$ cat config.mk
export PLATFORM = sky130hd
export DESIGN_NAME = unsi_div_8b_4b_seq
export DESIGN_NICKNAME = d
export VERILOG_FILES = /design/src/rtl/unsi_div_pkg.sv /design/src/rtl/unsi_div_step.sv /design/src/rtl/unsi_div_8b_4b_seq.sv
export SDC_FILE = /design/constraint.sdc
export NUM_CORES = 1
export LEC_CHECK = 0
export ABC_AREA = 1
export CAP_MARGIN = 5
export CORE_MARGIN = 5
export CORE_UTILIZATION = 52
export DETAILED_ROUTE_END_ITERATION = 10
export GPL_TIMING_DRIVEN = 0
export PLACE_DENSITY = 0.79
export SLEW_MARGIN = 25
export SYNTH_ARGS = -nofsm -noshare
export SYNTH_HDL_FRONTEND = slang
export SYNTH_SLANG_ARGS = --single-unit
$ cat constraint.sdc
create_clock -name clk -period 1.86 [get_ports clk]
set_input_delay 0.465 -clock clk [delete_from_list [all_inputs] [get_ports clk]]
set_output_delay 0.465 -clock clk [all_outputs]
set_load 0.01 [all_outputs]
$ cat src/rtl/unsi_div_pkg.sv
// Shared types and constants for the sequential unsigned divider.
package unsi_div_pkg;

  localparam int DW_DEF = 4;

  typedef enum logic [1:0] {
    ST_IDLE = 2'd0,
    ST_CALC = 2'd1,
    ST_DONE = 2'd2
  } state_e;

  // All-ones quotient reported for a zero divisor (2*dw bits wide).
  function automatic logic [31:0] div0_quo(input int dw);
    return (32'd1 << (2 * dw)) - 32'd1;
  endfunction

endpackage

$ cat src/rtl/unsi_div_step.sv
// One restoring-division step: shift in a dividend bit, trial-subtract.
module unsi_div_step
  import unsi_div_pkg::*;
#(
  parameter int DW = DW_DEF
) (
  input  logic [DW-1:0] pr,
  input  logic          bit_in,
  input  logic [DW-1:0] dvs,
  output logic [DW-1:0] pr_nxt,
  output logic          q_bit
);

  logic [DW:0]   sh;
  logic [DW-1:0] diff;

  assign sh     = {pr, bit_in};
  assign q_bit  = (sh >= {1'b0, dvs});
  // Difference always fits in DW bits when the trial succeeds.
  assign diff   = DW'(sh - {1'b0, dvs});
  assign pr_nxt = q_bit ? diff : sh[DW-1:0];

endmodule

$ cat src/rtl/unsi_div_8b_4b_seq.sv
// Sequential unsigned restoring divider, 2*DW / DW, one quotient bit per cycle.
module unsi_div_8b_4b_seq
  import unsi_div_pkg::*;
#(
  parameter int DW = DW_DEF
) (
  input  logic            clk,
  input  logic            rst_n,
  input  logic            in_vld,
  output logic            in_rdy,
  input  logic [2*DW-1:0] dvd,
  input  logic [DW-1:0]   dvs,
  output logic            out_vld,
  input  logic            out_rdy,
  output logic [2*DW-1:0] quo,
  output logic [DW-1:0]   rem,
  output logic            div0
);

  localparam int QW = 2 * DW;
  localparam int CW = $clog2(QW);
  localparam logic [QW-1:0] DIV0_QUO = QW'(div0_quo(DW));
  localparam logic [CW-1:0] CNT_INIT = CW'(QW - 1);

  state_e        state_q, state_d;
  logic [DW-1:0] dvs_q, dvs_d;
  logic [QW-1:0] sh_q, sh_d;
  logic [DW-1:0] pr_q, pr_d;
  logic [CW-1:0] cnt_q, cnt_d;
  logic [QW-1:0] quo_q, quo_d;
  logic [DW-1:0] rem_q, rem_d;
  logic          div0_q, div0_d;
  logic          vld_q, vld_d;

  logic [DW-1:0] pr_nx;
  logic          qb;

  unsi_div_step #(.DW(DW)) u_step (
    .pr     (pr_q),
    .bit_in (sh_q[QW-1]),
    .dvs    (dvs_q),
    .pr_nxt (pr_nx),
    .q_bit  (qb)
  );

  // Dividend bits leave at the MSB while quotient bits enter at the LSB.
  always_comb begin
    state_d = state_q;
    dvs_d   = dvs_q;
    sh_d    = sh_q;
    pr_d    = pr_q;
    cnt_d   = cnt_q;
    quo_d   = quo_q;
    rem_d   = rem_q;
    div0_d  = div0_q;
    vld_d   = vld_q;
    unique case (state_q)
      ST_IDLE: begin
        if (in_vld) begin
          dvs_d = dvs;
          sh_d  = dvd;
          pr_d  = '0;
          cnt_d = CNT_INIT;
          if (dvs == '0) begin
            state_d = ST_DONE;
            quo_d   = DIV0_QUO;
            rem_d   = dvd[DW-1:0];
            div0_d  = 1'b1;
            vld_d   = 1'b1;
          end else begin
            state_d = ST_CALC;
            div0_d  = 1'b0;
          end
        end
      end
      ST_CALC: begin
        pr_d = pr_nx;
        sh_d = {sh_q[QW-2:0], qb};
        if (cnt_q == '0) begin
          quo_d   = {sh_q[QW-2:0], qb};
          rem_d   = pr_nx;
          vld_d   = 1'b1;
          state_d = ST_DONE;
        end else begin
          cnt_d = cnt_q - 1'b1;
        end
      end
      ST_DONE: begin
        if (out_rdy) begin
          vld_d   = 1'b0;
          state_d = ST_IDLE;
        end
      end
      default: state_d = ST_IDLE;
    endcase
  end

  always_ff @(posedge clk or negedge rst_n) begin
    if (!rst_n) begin
      state_q <= ST_IDLE;
      dvs_q   <= '0;
      sh_q    <= '0;
      pr_q    <= '0;
      cnt_q   <= '0;
      quo_q   <= '0;
      rem_q   <= '0;
      div0_q  <= 1'b0;
      vld_q   <= 1'b0;
    end else begin
      state_q <= state_d;
      dvs_q   <= dvs_d;
      sh_q    <= sh_d;
      pr_q    <= pr_d;
      cnt_q   <= cnt_d;
      quo_q   <= quo_d;
      rem_q   <= rem_d;
      div0_q  <= div0_d;
      vld_q   <= vld_d;
    end
  end

  assign in_rdy  = (state_q == ST_IDLE);
  assign out_vld = vld_q;
  assign quo     = quo_q;
  assign rem     = rem_q;
  assign div0    = div0_q;

endmodule

After elaboration in Yosys (flattened, before gate mapping):

Cells that the tools add are included.

* register bits after elaboration: 35
* input bits: 16
* output and inout bits: 15
* logic and storage cells: 57

* $add $sub $neg: 2
* magnitude comparators: 1
* equal/unequal tests: 7
* mux-type cells: 27
* reductions and logical operators: 11

Operators with widths (count)
* $mux W8: 4
* $pmux W8 S2: 2
* $mux W4: 5
* $pmux W4 S2: 2
* $mux W2: 4
* $ne A2 B2 Y1 const B: 4
* $mux W3: 2
* $pmux W2 S3: 1
* $pmux W3 S2: 1
* $reduce_and A3 Y1: 2
* $ge A5 B4 Y1: 1
* $mux W1: 5
* $reduce_and A5 Y1: 1
* $logic_not A4 Y1: 1
* $reduce_and A2 Y1: 2
* $reduce_and A4 Y1: 1
* $sub A4 B4 Y4: 1
* $logic_not A3 Y1: 1
* $pmux W1 S3: 1
* $reduce_bool A3 Y1: 1
* $sub A3 B1 Y3 const B: 1
* $eq A2 B1 Y1 const B: 1
* $eq A2 B2 Y1 const B: 1
* $logic_not A2 Y1: 1
* 2 further kinds: 2

Longest topological paths before layout:

* depth in word-level cells: 4
* gate-level depth with buffers: 12
* depth with buffers taken out: 12

Modules after synthesis:

A second synthesis with hierarchy kept.

* cells, all modules: 222
* area total of the unflattened synthesis: 1878.1 um^2

Modules (own cells, without submodules)
* unsi_div_8b_4b_seq: instances 1, cells each 183, area each 1624.1 um^2, sequential area each 875.8 um^2
* unsi_div_step: instances 1, cells each 39, area each 254.0 um^2, sequential area each 0.0 um^2

Least setup slack after synthesis:

OpenSTA, ideal clock, no wires.

* path type: reg-to-reg
* start: reg pr_q[1]
* end: reg rem_q[0], in the netlist rem[0]
* library setup time: 0.113 ns
* data arrival time: 1.459 ns
* required time: 1.747 ns
* path slack: 0.288 ns
* stages on the path, launching flop included: 10
* path buffers: 0
* cells stage by stage: dfrtp_1 > ha_1 > a21oi_1 > nand2_1 > nand2_1 > nand2_1 > nand3_1 > nand3_1 > nand2_1 > inv_1

* cells in the longest elaborated chain, start to end: 4

Ends and longest elaborated chain
* start, declared: RTL line unsi_div_8b_4b_seq.sv:28 `logic [DW-1:0] pr_q, pr_d;`
* start signal, assigned: RTL line unsi_div_8b_4b_seq.sv:113 `pr_q <= pr_d;`
* $ge A5 B4 Y1: RTL line unsi_div_step.sv:18 `assign q_bit = (sh >= {1'b0, dvs});`
* $mux W4: RTL line unsi_div_step.sv:21 `assign pr_nxt = q_bit ? diff : sh[DW-1:0];`
* $mux W4: RTL line unsi_div_8b_4b_seq.sv:79 `if (cnt_q == '0) begin`
* $pmux W4 S2: RTL line unsi_div_8b_4b_seq.sv:57 `unique case (state_q)`
* end signal, assigned: RTL line unsi_div_8b_4b_seq.sv:116 `rem_q <= rem_d;`
* end, declared: RTL line unsi_div_8b_4b_seq.sv:31 `logic [DW-1:0] rem_q, rem_d;`

No other way between the ends. The select of a mux whose other input is x is not followed.
A chain may end at the register's enable or synchronous reset.

Final worst setup path:

* start: reg quo_q[1], in the netlist quo[1]
* end: out quo[1]

RTL lines
* start, declared: RTL line unsi_div_8b_4b_seq.sv:30 `logic [QW-1:0] quo_q, quo_d;`
* start signal, assigned: RTL line unsi_div_8b_4b_seq.sv:115 `quo_q <= quo_d;`
* end, declared: RTL line unsi_div_8b_4b_seq.sv:15 `output logic [2*DW-1:0] quo,`

No word-level cell between the ends.

==> impl_metrics.tcl <==
set metrics [dict create \
    synthFlopType "dfrtp_1" \
    drc 0 \
    crit_family "buffers and inverters" \
    synthAdderAreaFrac_pct 5.34 \
    cts_buffers 5 \
    die_h_um 68.5 \
    worstPathArrival_ns 1.27 \
    nFillCells 297 \
    grt_pass1_wl_um 6310 \
    crit_slowest_cell "clkdlybuf4s50_1" \
    viasPerCell 4.96 \
    cts_tree "built" \
    area_delta_synth_final_pct 27.8 \
    synth.avg_cell_area_um2 8.40 \
    initial_core_util_pct 53.4 \
    slew_viol_final 0 \
    finClkSkew_ns 0.0182 \
    port_buffers 30 \
    finalHoldViolCount 0 \
    synthMuxAreaShare_pct 0.632 \
    die_w_um 68.5 \
    grt.total_usage_pct 18.1 \
    p_sw_share_pct 42.4 \
    dr.first_iter.drc_count 71 \
    netlist_area_um2 1780 \
    synth-seq-area-share_pct 49.2 \
    synth_common_cells "nand2_1 (56), dfrtp_1 (35), inv_1 (30), nor2_1 (17), nand3_1 (13)" \
    num_antenna_cells 0 \
    crit_chain "clkdlybuf4s50_1" \
    setup_viol 0 \
    worstHoldEndpoint "quo[6]" \
    num_rows 21 \
    synth_xor_area_share_pct 0.492 \
    r2r-end "rem[0]" \
    dieArea_um2 4690 \
    ys_ff_latch 35 \
    finalCriticalPeriod_ns 1.74 \
    grt_pass1_vias 1485 \
    synth-simple-area-share_pct 27.1 \
    hold_path_class "reg2reg" \
    relSlewSlack_pct 77.8 \
    finalCritPeriodShare_pct 93.3 \
    core-area_um2 3340 \
    yosysTopAreaCellShare_pct 49.2 \
    cts-htree-levels 2 \
    p_int_mw 2.44 \
    first_pass_iters 4 \
    grt_max_degree 26 \
    synth_top_family_by_area "simple AND/OR/NAND/NOR gates" \
    synth_top_cells_by_area "dfrtp_1 (49%), nand2_1 (12%), inv_1 (6.3%)" \
    hp-start "quo[6]" \
    synth_compound_area_share_pct 9.21 \
    synth_fp_nets 235 \
    wire_per_inst_um 12.0 \
    dp_hpwl_um 2740 \
    status "finished, final reports clean" \
    p_switching_mw 1.79 \
    hold-path-cell-count 2 \
    cp-start-kind "register" \
    grt-ovfl-total 0 \
    rsz0062_at_grt "false" \
    synth_cell_types 27 \
    end_kind "primary output" \
    clockBufferDepth 2 \
    drive_gt1_share_pct 11.4 \
    worst_slew_pin_slew_ns 0.332 \
    vdd_drop_max_mv 0.973 \
    place_area_um2 2150 \
    cts_num_sinks 35 \
    clockRootBuffer "clkbuf_4" \
    nNetsFinal 276 \
    synthMostInstantiatedCell "nand2_1" \
    reg2reg_from "pr_q[1]" \
    max_stage_delay_ns 0.54 \
    yosysWarnings 0 \
    synth_top_cell_by_area "dfrtp_1" \
    crit_buf_inv 1 \
    dr_total_vias 1488 \
    io_pins 31 \
    criticalPathCategory "reg2out" \
    path_clk_slew_ns 0.12 \
    power_density_nw_per_um2 1860 \
    antenna_found_initial 0 \
    gp_congestion 0.884 \
    maxCapViolCount 0 \
    power_leakage_nw 1.15 \
    seq_power_share_pct 31.6 \
    routed_wl_um 3600 \
    synth_cells 212 \
    fmax_mhz 576 \
    fin_area_um2 2280 \
    synth_edf_count 0 \
    required_ns 1.39 \
    p_comb_share_pct 55.0 \
    worstPathMaxFanout 2 \
    r2r_cells 9 \
    holdWs_ns 0.497 \
    finalCoreUtilization_pct 68.2 \
    drtAntennaViolNets 0 \
    async_flop_share_pct 100 \
    ff2ff_setup_slack_ns 0.14 \
    clock_latency_ns 0.34 \
    power_frac_clock_pct 13.4 \
]
-- worst max path at each step --
stage / slack [ns] / cells past startpoint / start / to
global route: 0.006 / 9 / pr_q[1] / rem[3]
floorplan: 0.29 / 9 / pr_q[1] / rem[0]
detailed placement: -0.10 / 7 / in_vld / quo[4]
finish: 0.12 / 1 / quo[1] / quo[1]
global placement: -0.44 / 1 / rst_n / quo[4]
CTS: 0.05 / 9 / pr_q[1] / rem[1]
-- area by class of cell --
class | count | area, um^2 | share of cell area, %
repair buffers | 34 | 339 | 14.9
multi-input cells | 140 | 772 | 33.9
clock inverters | 2 | 35.0 | 1.54
plain buffers | 4 | 20.0 | 0.880
inverters | 33 | 124 | 5.44
well taps | 46 | 57.6 | 2.53
clock buffers | 6 | 51.3 | 2.25
flip-flops and latches | 35 | 877 | 38.5
-- per-stage QoR --
| stage | total power [mW] | setup TNS (ns) | setup slack [ns] | cells |
|---|---|---|---|---|
| after floorplan | 2.85 | 0 | 0.288 | 212 |
| after global placement | 3.54 | -16.37 | -0.445 | 288 |
| after detailed placement | 3.61 | -1.02 | -0.103 | 289 |
| after CTS | 4.24 | 0 | 0.0473 | 300 |
| after global routing | 4.64 | 0 | 0.00590 | 300 |
| final | 4.23 | 0 | 0.124 | 300 |
-- cell usage in the layout (no fill, tap or decap), drive strengths merged, types with 2 or more instances in the layout --
| cell | count |
|---|---|
| buf | 8 |
| or2 | 5 |
| o21ai | 16 |
| dfrtp | 35 |
| ha | 6 |
| inv | 33 |
| nand4 | 5 |
| o211ai | 5 |
| clkdlybuf4s50 | 28 |
| nor2 | 20 |
| nand3 | 14 |
| clkbuf | 6 |
| a21oi | 4 |
| a22oi | 2 |
| nand2 | 58 |
-- routing by layer --
metal / GRT usage [%] / wire length [um] / vias up
met5: 0 / 0 / -
met4: 7.44 / 66 / 0
met3: 4.54 / 142 / 8
met2: 30.3 / 1730 / 31
met1: 22.1 / 1660 / 691
li1: - / - / 758
-- timing repair --
item / in CTS / in global routing
buffers inserted: 2 / 0
resized for setup: 3 / 2
pin swaps: 0 / 0
setup endpoints to repair: 1 / 10
hold buffers: 1 / 0
gates cloned: 0 / 0
endpoints found under the hold margin: 10 / 0
-- power groups by stage --
stage	Sequential, mW	Clock (mW)	Combinational, mW
global route	1.38	0.613	2.65
finish	1.34	0.567	2.32
detailed placement	1.36	0	2.25
CTS	1.34	0.584	2.32
global placement	1.35	0	2.20
floorplan	1.40	0	1.45
-- cell families after synthesis --
kind of cell    Yosys count
xor+xnor                  1
compound gates           28
fa+ha+maj                 7
buf+inv                  37
simple gates            103
flops                    35
mux                       1
-- registers in the layout, indices dropped and copies added, names as in the netlist --
register,flops
pr_q,4
rem,4
sh_q,8
state_q,2
cnt_q,3
out_vld,1
dvs_q,4
div0,1
quo,8
Power figures use the tool's default switching activity.
==> RTL edit (config.mk and constraints unchanged) <==
The package constant `DW_DEF` goes from 4 to 2.
--- a/src/rtl/unsi_div_pkg.sv
+++ b/src/rtl/unsi_div_pkg.sv
@@ -3,3 +3,3 @@
 
-  localparam int DW_DEF = 4;
+  localparam int DW_DEF = 2;
 
Interface: changed (resized dvd, dvs, quo and rem); port bits go from 31 to 19. No check against the original RTL was run, so the function may have changed too.
==> RTL edit against the unedited design <==
- combinational power shrank 47%
- worst hold slack lost 0.023 ns
- synthesized area shrank 43%
- cell count shrank 42%
- largest power group unchanged
- critical path type unchanged
- sequential power shrank 42%
- clock power shrank 65%
- fmax grew 3.5%
- worst setup slack gained 0.059 ns
- sequential cell count shrank 15
- clock skew shrank 0.016 ns
- cell area shrank 45%
- power shrank 48%
- routed wire length shrank 47%
==> RTL edit: results (changes against the unedited design) <==
metric,value,unit,change
crit path max fanout,4,,+2
largest net degree at the start of global routing,21,,-19%
sequential area share after synthesis,49.7,%,+0.50 points
Diodes inserted,0,,unchanged
Critical Path AT,1.21,ns,-0.06 ns
Static Leakage,0.664,nW,-42%
Main synth FF type,dfrtp_1,,
HPWL Detailed,1.45,mm,-47%
final hold vios,0,,unchanged
Final Setup Violations,0,,unchanged
"Largest stage delay, worst path",0.46,ns,-0.08 ns
initial drt markers,20,,-72%
"non-filler cells, final",174,,-42%
Synth area leaders,"dfrtp_1 (50%), nand2_1 (13%), inv_1 (6.3%)",,
Fill cells,164,,-45%
syn_area_per_cell,8.06,um2,-4.1%
worst vdd ir,0.841,mV,-14%
hold path startpoint,cnt_q[0],,
global-route wire length before repair,3.44,mm,-45%
Hold EP,cnt_q[0],,
Setup Skew,0.00264,ns,-0.0155 ns
layout net count,162,,-41%
Synth async-reset ratio,100,%,unchanged
PortBufs,18,,-40%
relative slew slack,42.3,%,-36 points
Hold Path Stages,1,,-1
htree depth,1,,-1
met2 usage,28.0,%,-2.2 points
syn nets,138,,-41%
initial antenna violation count,0,,unchanged
DP Area,1220,um2,-43%
total CTS buffers,3,,-2
clock network latency to the later pin of the worst-skew pair,0.29,ns,-0.05 ns
worst reg2reg path startpoint,state_q[1],,
met3 usage,2.49,%,-2.0 points
CTS Root Buffer Type,clkbuf_4,,
final wirelength,1.89,mm,-47%
global routing usage on met1,19.6,%,-2.6 points
Vias,877,,-41%
layout cell share with drive strength beyond 1,11.6,%,+0.15 points
vias in the first global route,831,,-44%
r2r setup slk,0.37,ns,+0.23 ns
synth unique cells,19,,-30%
Post-synth top cells,"nand2_1 (36), dfrtp_1 (20), inv_1 (17)",,
critical path's slowest cell,dfrtp_2,,
gr usage total,16.2,%,-1.9 points
reg2reg end,sh_q[2],,
outcome,"finished, final reports clean",,
Worst Reg-to-Reg Cells,8,,-1
family with the most delay on the worst path,flip-flops,,
Hold Slack,0.474,ns,-0.0232 ns
RD Place Congestion,0.863,,-2.3%
## RTL edit: changes by cell type in the layout (fill, tap and decap cells not counted), sizes merged, moves of 3 or more
| cell | delta |
|---|---|
| o211ai | -3 |
| clkdlybuf4s50 | -11 |
| o21ai | -5 |
| buf | -7 |
| dfrtp | -15 |
| clkbuf | -3 |
| ha | -3 |
| nand3 | -7 |
| or2 | -5 |
| nand2 | -19 |
| nor2 | -5 |
| inv | -12 |
## RTL edit: cell type report
cell class / count / area, um2 / area share (%)
well taps: 27 / 33.8 / 2.69
flip-flops and latches: 20 / 503 / 40.0
clock buffers: 3 / 22.5 / 1.79
repair buffers: 19 / 186 / 14.8
inverters: 21 / 81.3 / 6.47
multi-input cells: 84 / 430 / 34.2
## RTL edit: repair_timing
action                     CTS  global route
gates resized for setup      4             0
setup buffers                1             0
setup endpoints to repair    1             0
## RTL edit: how the worst max path moves through the flow
stage | cells after the start | slack, ns | to | from
CTS | 2 | 0.17 | in_rdy | state_q[0]
detailed placement | 2 | 0.13 | in_rdy | state_q[1]
finish | 2 | 0.18 | in_rdy | state_q[0]
global placement | 2 | 0.14 | in_rdy | state_q[1]
floorplan | 8 | 0.56 | rem[0] | state_q[1]
global route | 2 | 0.13 | in_rdy | state_q[0]
## RTL edit: report_power, final
part           internal, W  switching [W]
registers         0.000653       0.000128
clock network    0.0000754       0.000124
logic             0.000506       0.000711
total              0.00123       0.000963
## RTL edit: routing by layer
metal / part of all wire, % / vias to the layer above
li1: - / 443
met1: 45 / 404
met2: 48 / 25
met3: 5.5 / 5
met4: 1.6 / 0
met5: 0 / -
## RTL edit: cell families after synthesis
logic type | synth area share, %
AOI/OAI and AO/OA | 9.19
adders and majority gates | 3.73
buffers and inverters | 8.07
DFF | 49.7
and+or+nand+nor | 29.3
## RTL edit: through the flow
| stage | power (W) | worst slack, ns |
|---|---|---|
| CTS | 0.00221 | 0.173 |
| detailed placement | 0.00199 | 0.128 |
| finish | 0.00220 | 0.183 |
| global route | 0.00244 | 0.126 |
| global placement | 0.00194 | 0.140 |
| floorplan | 0.00158 | 0.556 |
## RTL edit: worst reg2reg max path, stage by stage (launching register included)
cell and delay [ns]:
dfrtp_2 0.45, buf_4 0.17, nor2_4 0.23, inv_4 0.10
nand2_2 0.09, inv_1 0.11, nor2_1 0.11, o21ai_0 0.08
o21ai_0 0.08
